<file path="config.mk">
export PLATFORM = sky130hd
export DESIGN_NAME = arp_reply_encode_flat
export DESIGN_NICKNAME = d
export VERILOG_FILES = /design/src/rtl/arp_pkg.sv /design/src/rtl/arp_reply_encode_if.sv /design/src/rtl/arp_reply_encode_byte_sel.sv /design/src/rtl/arp_reply_encode.sv /design/src/flat_wrapper.sv
export SDC_FILE = /design/constraint.sdc
export NUM_CORES = 1
export LEC_CHECK = 0
export ABC_AREA = 1
export BUFFER_PORTS_ARGS = -buffer_cell sky130_fd_sc_hd__buf_2
export CORE_MARGIN = 1.5
export CORE_UTILIZATION = 47
export DETAILED_ROUTE_END_ITERATION = 6
export PLACE_DENSITY = 0.81
export RECOVER_POWER = 50
export SETUP_SLACK_MARGIN = 0.15
export SLEW_MARGIN = 20
export SYNTH_ARGS = -nofsm -noshare
export SYNTH_HDL_FRONTEND = slang
export SYNTH_SLANG_ARGS = --single-unit
</file>
<file path="constraint.sdc">
create_clock -name clk -period 3.9 [get_ports clk]
set_input_delay 0.78 -clock clk [delete_from_list [all_inputs] [get_ports clk]]
set_output_delay 0.78 -clock clk [all_outputs]
set_load 0.005 [all_outputs]
</file>
<file path="src/rtl/arp_pkg.sv">
// ============================================================================
// Module : arp_pkg
// Brief  : Shared ARP protocol constants and FSM state type for the ARP
//          request decoder and reply encoder.
// Rev    : 1.0  initial release
// ============================================================================
`default_nettype none

package arp_pkg;

  localparam logic [15:0] ARP_HTYPE_ETH  = 16'h0001;
  localparam logic [15:0] ARP_PTYPE_IPV4 = 16'h0800;
  localparam logic [7:0]  ARP_HLEN       = 8'd6;
  localparam logic [7:0]  ARP_PLEN       = 8'd4;
  localparam logic [15:0] ARP_OPER_REQ   = 16'h0001;
  localparam logic [15:0] ARP_OPER_REP   = 16'h0002;
  localparam logic [15:0] ETHERTYPE_ARP  = 16'h0806;
  localparam int          ARP_BODY_LEN   = 28;
  localparam int          ETH_HDR_LEN    = 14;

  typedef enum logic [1:0] {
    S_IDLE = 2'd0,
    S_HDR  = 2'd1,
    S_ARP  = 2'd2
  } arp_state_e;

endpackage

`default_nettype wire

</file>
<file path="src/rtl/arp_reply_encode_if.sv">
// ============================================================================
// Module : arp_reply_encode_if
// Brief  : Decoded-request inputs and reply byte stream of arp_reply_encode.
// Rev    : 1.0  initial release
// ============================================================================
`default_nettype none

interface arp_reply_encode_if;

  logic        req_valid;
  logic        req_err;
  logic [47:0] sha;
  logic [31:0] spa;
  logic [31:0] tpa;
  logic [7:0]  dout;
  logic        dout_valid;
  logic        dout_ready;
  logic        dout_last;
  logic        busy;
  logic        req_drop;

  // master: upstream decoder plus downstream sink; slave: the encoder
  modport master (
    output req_valid, req_err, sha, spa, tpa, dout_ready,
    input  dout, dout_valid, dout_last, busy, req_drop
  );

  modport slave (
    input  req_valid, req_err, sha, spa, tpa, dout_ready,
    output dout, dout_valid, dout_last, busy, req_drop
  );

endinterface

`default_nettype wire

</file>
<file path="src/rtl/arp_reply_encode_byte_sel.sv">
// ============================================================================
// Module : arp_byte_sel
// Brief  : Combinational mapping of (state, index, latched addresses) to the
//          outgoing reply byte. Header mux present only with ARP_ETH_HDR_EN.
// Rev    : 1.0  initial release
// ============================================================================
`default_nettype none

module arp_byte_sel
  import arp_pkg::*;
#(
  parameter logic [47:0] LOCAL_MAC = 48'h02_00_00_00_00_01,
  parameter logic [31:0] LOCAL_IP  = 32'hC0_A8_01_64
) (
  input  logic [1:0]  state,
  input  logic [4:0]  idx,
  input  logic [47:0] sha,
  input  logic [31:0] spa,
  output logic [7:0]  dbyte
);

  localparam logic [1:0] c_ST_ARP = S_ARP;

  logic [223:0] w_body;
  logic [223:0] w_body_sh;

  // Fields packed in wire order so byte n is the top byte after shifting by n
  assign w_body    = {ARP_HTYPE_ETH, ARP_PTYPE_IPV4, ARP_HLEN, ARP_PLEN,
                      ARP_OPER_REP, LOCAL_MAC, LOCAL_IP, sha, spa};
  assign w_body_sh = w_body << {idx, 3'b000};

`ifdef ARP_ETH_HDR_EN
  localparam logic [1:0] c_ST_HDR = S_HDR;

  logic [111:0] w_hdr;
  logic [111:0] w_hdr_sh;

  assign w_hdr    = {sha, LOCAL_MAC, ETHERTYPE_ARP};
  assign w_hdr_sh = w_hdr << {idx, 3'b000};
`endif

  always_comb begin
    dbyte = 8'h00;
    if (state == c_ST_ARP) begin
      dbyte = w_body_sh[223:216];
    end
`ifdef ARP_ETH_HDR_EN
    else if (state == c_ST_HDR) begin
      dbyte = w_hdr_sh[111:104];
    end
`endif
  end

endmodule

`default_nettype wire

</file>
<file path="src/rtl/arp_reply_encode.sv">
// ============================================================================
// Module : arp_reply_encode
// Brief  : Builds and streams an ARP reply (optionally with Ethernet header,
//          enabled by macro ARP_ETH_HDR_EN) for requests targeting LOCAL_IP.
// Rev    : 1.0  initial release
// ============================================================================
`default_nettype none

module arp_reply_encode
  import arp_pkg::*;
#(
  parameter logic [47:0] LOCAL_MAC = 48'h02_00_00_00_00_01,
  parameter logic [31:0] LOCAL_IP  = 32'hC0_A8_01_64
) (
  input  logic              clk,
  input  logic              rst,
  arp_reply_encode_if.slave bus
);

  localparam logic [1:0] c_ST_IDLE  = S_IDLE;
  localparam logic [1:0] c_ST_ARP   = S_ARP;
  localparam logic [4:0] c_ARP_LAST = 5'(ARP_BODY_LEN - 1);
`ifdef ARP_ETH_HDR_EN
  localparam logic [1:0] c_ST_HDR   = S_HDR;
  localparam logic [4:0] c_HDR_LAST = 5'(ETH_HDR_LEN - 1);
`endif

  logic [1:0]  r_state, w_state_nxt;
  logic [4:0]  r_idx,   w_idx_nxt;
  logic [47:0] r_sha,   w_sha_nxt;
  logic [31:0] r_spa,   w_spa_nxt;
  logic [7:0]  r_dout;
  logic        r_valid;
  logic        r_last;
  logic        r_drop;
  logic [7:0]  w_byte;
  logic        w_qual;
  logic        w_hs;

  assign w_qual = bus.req_valid && !bus.req_err && (bus.tpa == LOCAL_IP);
  assign w_hs   = r_valid && bus.dout_ready;

  always_comb begin
    w_state_nxt = r_state;
    w_idx_nxt   = r_idx;
    w_sha_nxt   = r_sha;
    w_spa_nxt   = r_spa;
    case (r_state)
      c_ST_IDLE: begin
        if (w_qual) begin
          w_sha_nxt = bus.sha;
          w_spa_nxt = bus.spa;
          w_idx_nxt = 5'd0;
`ifdef ARP_ETH_HDR_EN
          w_state_nxt = c_ST_HDR;
`else
          w_state_nxt = c_ST_ARP;
`endif
        end
      end
`ifdef ARP_ETH_HDR_EN
      c_ST_HDR: begin
        if (w_hs) begin
          if (r_idx == c_HDR_LAST) begin
            w_state_nxt = c_ST_ARP;
            w_idx_nxt   = 5'd0;
          end else begin
            w_idx_nxt = r_idx + 5'd1;
          end
        end
      end
`endif
      c_ST_ARP: begin
        if (w_hs) begin
          if (r_idx == c_ARP_LAST) begin
            w_state_nxt = c_ST_IDLE;
            w_idx_nxt   = 5'd0;
          end else begin
            w_idx_nxt = r_idx + 5'd1;
          end
        end
      end
      default: begin
        w_state_nxt = c_ST_IDLE;
        w_idx_nxt   = 5'd0;
      end
    endcase
  end

  // Selector looks at next-cycle state so the output byte can be registered
  arp_byte_sel #(
    .LOCAL_MAC (LOCAL_MAC),
    .LOCAL_IP  (LOCAL_IP)
  ) u_byte_sel (
    .state (w_state_nxt),
    .idx   (w_idx_nxt),
    .sha   (w_sha_nxt),
    .spa   (w_spa_nxt),
    .dbyte (w_byte)
  );

  always_ff @(posedge clk or posedge rst) begin
    if (rst) begin
      r_state <= c_ST_IDLE;
      r_idx   <= 5'd0;
      r_sha   <= 48'd0;
      r_spa   <= 32'd0;
      r_dout  <= 8'h00;
      r_valid <= 1'b0;
      r_last  <= 1'b0;
      r_drop  <= 1'b0;
    end else begin
      r_state <= w_state_nxt;
      r_idx   <= w_idx_nxt;
      r_sha   <= w_sha_nxt;
      r_spa   <= w_spa_nxt;
      r_dout  <= w_byte;
      r_valid <= (w_state_nxt != c_ST_IDLE);
      r_last  <= (w_state_nxt == c_ST_ARP) && (w_idx_nxt == c_ARP_LAST);
      r_drop  <= w_qual && (r_state != c_ST_IDLE);
    end
  end

  assign bus.dout       = r_dout;
  assign bus.dout_valid = r_valid;
  assign bus.dout_last  = r_last;
  assign bus.busy       = (r_state != c_ST_IDLE);
  assign bus.req_drop   = r_drop;

endmodule

`default_nettype wire

</file>
<file path="src/flat_wrapper.sv">
// flat-port wrapper written by rule: the top's interface ports become plain ports
module arp_reply_encode_flat import arp_pkg::*;
#(
  parameter logic [47:0] LOCAL_MAC = 48'h02_00_00_00_00_01,
  parameter logic [31:0] LOCAL_IP  = 32'hC0_A8_01_64
)
  (clk, rst, bus_req_valid, bus_req_err, bus_sha, bus_spa, bus_tpa, bus_dout_ready, bus_dout, bus_dout_valid, bus_dout_last, bus_busy, bus_req_drop);
  arp_reply_encode_if bus_i ();
  input  logic clk;
  input  logic rst;
  input wire logic [$bits(bus_i.req_valid)-1:0] bus_req_valid;
  input wire logic [$bits(bus_i.req_err)-1:0] bus_req_err;
  input wire logic [$bits(bus_i.sha)-1:0] bus_sha;
  input wire logic [$bits(bus_i.spa)-1:0] bus_spa;
  input wire logic [$bits(bus_i.tpa)-1:0] bus_tpa;
  input wire logic [$bits(bus_i.dout_ready)-1:0] bus_dout_ready;
  output wire logic [$bits(bus_i.dout)-1:0] bus_dout;
  output wire logic [$bits(bus_i.dout_valid)-1:0] bus_dout_valid;
  output wire logic [$bits(bus_i.dout_last)-1:0] bus_dout_last;
  output wire logic [$bits(bus_i.busy)-1:0] bus_busy;
  output wire logic [$bits(bus_i.req_drop)-1:0] bus_req_drop;
  assign bus_i.req_valid = bus_req_valid;
  assign bus_i.req_err = bus_req_err;
  assign bus_i.sha = bus_sha;
  assign bus_i.spa = bus_spa;
  assign bus_i.tpa = bus_tpa;
  assign bus_i.dout_ready = bus_dout_ready;
  assign bus_dout = bus_i.dout;
  assign bus_dout_valid = bus_i.dout_valid;
  assign bus_dout_last = bus_i.dout_last;
  assign bus_busy = bus_i.busy;
  assign bus_req_drop = bus_i.req_drop;
  arp_reply_encode #(.LOCAL_MAC(LOCAL_MAC), .LOCAL_IP(LOCAL_IP)) u_core (.clk(clk), .rst(rst), .bus(bus_i));
endmodule
</file>
Word level (Yosys, flattened, before mapping)
Index checks and enable logic that the tools add are counted.

Shifts and indexed selects: 1. Eq/ne operators: 5. Reduce and logical (&&, ||, !) cells: 9. Mux-type cells: 13. Add/sub/neg operators: 1.

Operators with widths (number): $shl A209 B8 Y224 (1); $mux W48 (2); $mux W32 (2); $eq A32 B32 Y1 const B (1); $mux W5 (3); $eq A5 B5 Y1 const B (2); $pmux W5 S2 (1); $mux W8 (1); $mux W2 (3); $add A5 B1 Y5 const B (1); $logic_and A1 B1 Y1 (5); $eq A2 B2 Y1 const B (2); $pmux W2 S2 (1); $reduce_bool A2 Y1 (2); $logic_not A2 Y1 (1); $logic_not A1 Y1 (1).

Word-level logic and storage cells: 37. Output and inout bits: 12. Flip-flop bits (word level): 98. Bits of input ports: 117.

Longest topological paths before layout
Depth in word-level cells: 7. Gate-level depth with buffers: 19. Depth with buffers taken out: 18.

Hierarchy
From an unflattened synthesis, not the netlist that was laid out.

Cell total of the unflattened synthesis: 754. Area, all modules: 5602.9 sq um.

By module, submodules not included: arp_reply_encode (cells an instance 481, instances 1, area an instance 4434.3 sq um, sequential area each 2452.4 sq um); arp_byte_sel (cells an instance 273, instances 1, area an instance 1168.6 sq um, sequential area each 0.0 sq um).

Least setup slack after synthesis
No wires, ideal clock.

Path kind: input-to-reg. Start: input bus_tpa[28]. End: register u_core.r_dout[1] (netlist: u_core.bus.dout[1]). Cell stages on the path: 13. Slack: 1.580 ns. Library setup time: 0.073 ns. Arrival time: 2.247 ns. Data required time: 3.827 ns. Buffers on the path: 1. Path through: inv_2 > nand2_1 > nor2_2 > inv_1 > nor2_2 > nand3_4 > nand2_1 > nand2_2 > buf_2 > ha_1 > o211ai_1 > nand2_1 > a21oi_2.

Longest elaborated chain between the ends: 6. Elaborated cells between the ends (all ways): 13. Classes of those cells: eq/ne (2); shift (1); mux (9); reduce/logical (1).

Ends and longest elaborated chain: start: declaration (RTL line flat_wrapper.sv:15) `input wire logic [$bits(bus_i.tpa)-1:0] bus_tpa;`; $eq A32 B32 Y1 (RTL line arp_reply_encode.sv:40) `assign w_qual = bus.req_valid && !bus.req_err && (bus.tpa == LOCAL_IP);`; $logic_and A1 B1 Y1 (RTL line arp_reply_encode.sv:40); $mux W5 (RTL line arp_reply_encode.sv:50) `if (w_qual) begin`; $pmux W5 S2 (RTL line arp_reply_encode.sv:48) `case (r_state)`; via u_core.u_byte_sel.idx[1] (RTL line arp_reply_encode_byte_sel.sv:16) `input logic [4:0] idx,`; $shl A209 B8 Y224 (RTL line arp_reply_encode_byte_sel.sv:30) `assign w_body_sh = w_body << {idx, 3'b000};`; $mux W8 (RTL line arp_reply_encode_byte_sel.sv:44) `if (state == c_ST_ARP) begin`; via u_core.u_byte_sel.dbyte[1] (RTL line arp_reply_encode_byte_sel.sv:19) `output logic [7:0] dbyte`; end signal: assignment (RTL line arp_reply_encode.sv:117) `r_dout <= w_byte;`; end: declaration (RTL line arp_reply_encode.sv:32) `logic [7:0] r_dout;`.

The timed path passes the listed nets, and every way through them passes these cells.

==> impl_metrics.yaml <==
sta:
  hold_viol: 0
  setup_viol: 0
  fin_crit_sh: 0.729
  fmax_ghz: 0.352
  fin_worst_skew_ps: 4.82
  finalSetupTns_ps: 0
  drv_slew: 67
  setup_slack_ps: 1060
  grt_setup_unrepaired: "no"
  slew_headroom: -0.0593
  tightest_slew_ps: 1590
  fin_crit_ps: 2840
grt:
  top_usage_layer: "met2"
  grt_max_degree: 76
  antenna_found_initial: 0
  use_met2: 0.379
  met1_usage: 0.317
  grt_pass1_wl_um: 23500
  grt-ovfl-total: 0
  track_usage: 0.235
  first_global_vias: 5079
  grt_use_met3: 0.0421
cells_and_area:
  final_nets: 1006
  final_common_cell: "nand2_1"
  final_cell_area_mm2: 0.00647
  num_antenna_cells: 0
  drive_above_1_share: 0.216
  multi_input_area_mm2: 0.00233
  synthToLayoutAreaGrowth_pct: 18.0
  nFillCells: 1106
  seq_area_mm2: 0.00245
  layout_common_cells: "278 x nand2_1, 126 x buf_2, 124 x inv_1, 98 x dfrtp_1, 62 x nor2_1"
placement:
  placed_area_mm2: 0.00618
  hpwl_um: 10000
  portBuffers: 128
  pre_cts_slack_ps: 757
  gp_congestion: 0.853
power_and_ir_drop:
  p_leak_uw: 0.00361
  swShare: 0.227
  p_int_uw: 1570
  sequentialPowerShare: 0.501
  pwr-share-comb: 0.052
  pwr-share-clk: 0.447
  power_density_mw_per_mm2: 313
  p_switching_uw: 460
  ir_drop_uv: 223
routing:
  vias: 5117
  via_per_inst: 4.96
  drt_wl_total_um: 13800
  initialDrtViolationCount: 401
  drc_errors: 0
  drtPass1Iterations: 6
  ant_nets: 0
  routedWlPerCell_um: 13.4
logic_synthesis:
  yosys_warnings: 0
  synth-simple-area-share: 0.326
  synth_ff_type: "dfrtp_1"
  postSynthAreaPerCell_um2: 7.18
  synth-compound-area-share: 0.0872
  synth-xor-area-share: 0
  syn-num-nets: 886
  ys_ff_latch: 98
  synth.cell_area_mm2: 0.00548
  ys_types: 37
  synth-edff-count: 0
  ys_async_sr_fraction: 1.00
  synthAdderAreaFrac: 0.0114
  ys_seq_area_frac: 0.447
  synthMuxAreaShare: 0
  synth_top_family_by_area: "simple AND/OR/NAND/NOR gates"
  synthCells: 764
clock_network:
  cts.sinks: 98
  cts_buffer_depth: 2
  clk_latency_ps: 340
  ctsHoldBuffers: 0
  post_cts_buffers: 0
  cts_root_buf: "clkbuf_16"
  numCtsBuffers: 9
  cts_tree: "built"
  cts_resized: 0
  htreeDepth: 3
  cts.clk_slew.worst_paths_ps: 70
run:
  maxCapViolations: 2
critical_path:
  start_kind: "primary input"
  worstPathArrival_ps: 3010
  worst-setup-path-type: "primary input to asynchronous set/reset pin"
  worst_setup_path_end_kind: "asynchronous set/reset pin"
  required_ps: 4070
  crit_path_max_fanout: 35
floorplan:
  rows: 39
  die_h_um: 111
  die_w_um: 111
  ios: 129
  core_area_mm2: 0.0114
  die_area_mm2: 0.0123
  start_util: 0.480
hold_path:
  min_path_type: "flop to flop"
run_status:
  violations: "max-capacitance violations, max-slew violations"
  status: "finished with violations"
-- kinds of logic after synthesis --
kind of cell             after synthesis
buffers and inverters                162
AO/OA/AOI/OAI                         80
adder cells (fa/ha/maj)                5
flip-flops                            98
other                                  1
AND/OR/NAND/NOR                      418
-- through the flow --
step,hold slack (ps),instances,utilization,total power (uW)
3_3_place_gp,457,1016,0.541,1140
2_1_floorplan,438,764,-,1070
5_1_grt,494,1032,0.567,2090
3_5_place_dp,464,1016,0.541,1140
4_1_cts,481,1032,0.568,2040
6_report,486,1032,0.567,2030
-- power by group through the flow --
stage / Clock, uW / Combinational (uW) / Sequential [uW]
2_1_floorplan: 0 / 34.4 / 1040
3_3_place_gp: 0 / 106 / 1040
3_5_place_dp: 0 / 107 / 1040
4_1_cts: 912 / 107 / 1020
5_1_grt: 958 / 120 / 1020
6_report: 907 / 105 / 1020
-- cell type report --
type,instances,area share
Clock inverter,7,0.0118
Timing Repair Buffer,135,0.108
Multi-Input combinational cell,504,0.360
Inverter,136,0.0793
Clock buffer,9,0.0348
Sequential cell,98,0.379
Tap cell,143,0.0276
-- cell usage after synthesis (2+ instances only) --
master    count  area share
clkbuf_1      2      0.0014
a21oi_2       3      0.0048
o21ai_1      27       0.025
ha_1          5       0.011
nand3_2       3      0.0055
nand2_2       7      0.0080
nand3_1      34       0.031
o21ai_2       2      0.0032
nand3_4       2      0.0064
buf_4         4      0.0055
o21ai_0      29       0.026
dfrtp_1      98        0.45
buf_2        12       0.011
nor2_2       10       0.011
nand2_1     278        0.19
and2_1        3      0.0034
a31oi_1       4      0.0046
a21boi_1      2      0.0027
inv_2         9      0.0062
a21oi_1       5      0.0046
nor2_1       61       0.042
nand4_1      14       0.016
buf_6         8       0.016
o211ai_1      5      0.0068
inv_1       125       0.086
-- critical path: stages --
cell        delay (ps)
buf_2              100
clkinvlp_2         880
clkbuf_1          1230
-- worst paths after layout --
kind                             startpoint            endpoint  slack, ps  depth (start not counted)
setup / recovery                        rst     u_core.r_sha[8]       1060                          3
hold / removal             u_core.r_sha[30]    u_core.r_sha[30]        490                          2
setup reg to reg            u_core.r_idx[1]  u_core.bus.dout[4]       1290                         13
hold reg to reg            u_core.r_sha[30]    u_core.r_sha[30]        490                          2
max in group clk                bus_tpa[14]  u_core.bus.dout[4]       1060                         14
min in group asynchronous               rst    u_core.r_sha[14]        790                          2
-- state kept, by name (all words and copies together) (netlist names) --
signal and flops:
u_core.r_spa 32, u_core.bus.req_drop 1, u_core.bus.dout_last 1, u_core.r_state 2, u_core.bus.dout_valid 1, u_core.bus.dout 8
u_core.r_idx 5, u_core.r_sha 48
-- layer usage --
metal  share of wire  vias up
li1                -     2559
met1            0.45     2341
met2            0.47      187
met3           0.059       30
met4           0.024        0
met5               0        -
Power figures use the tool's default switching activity.
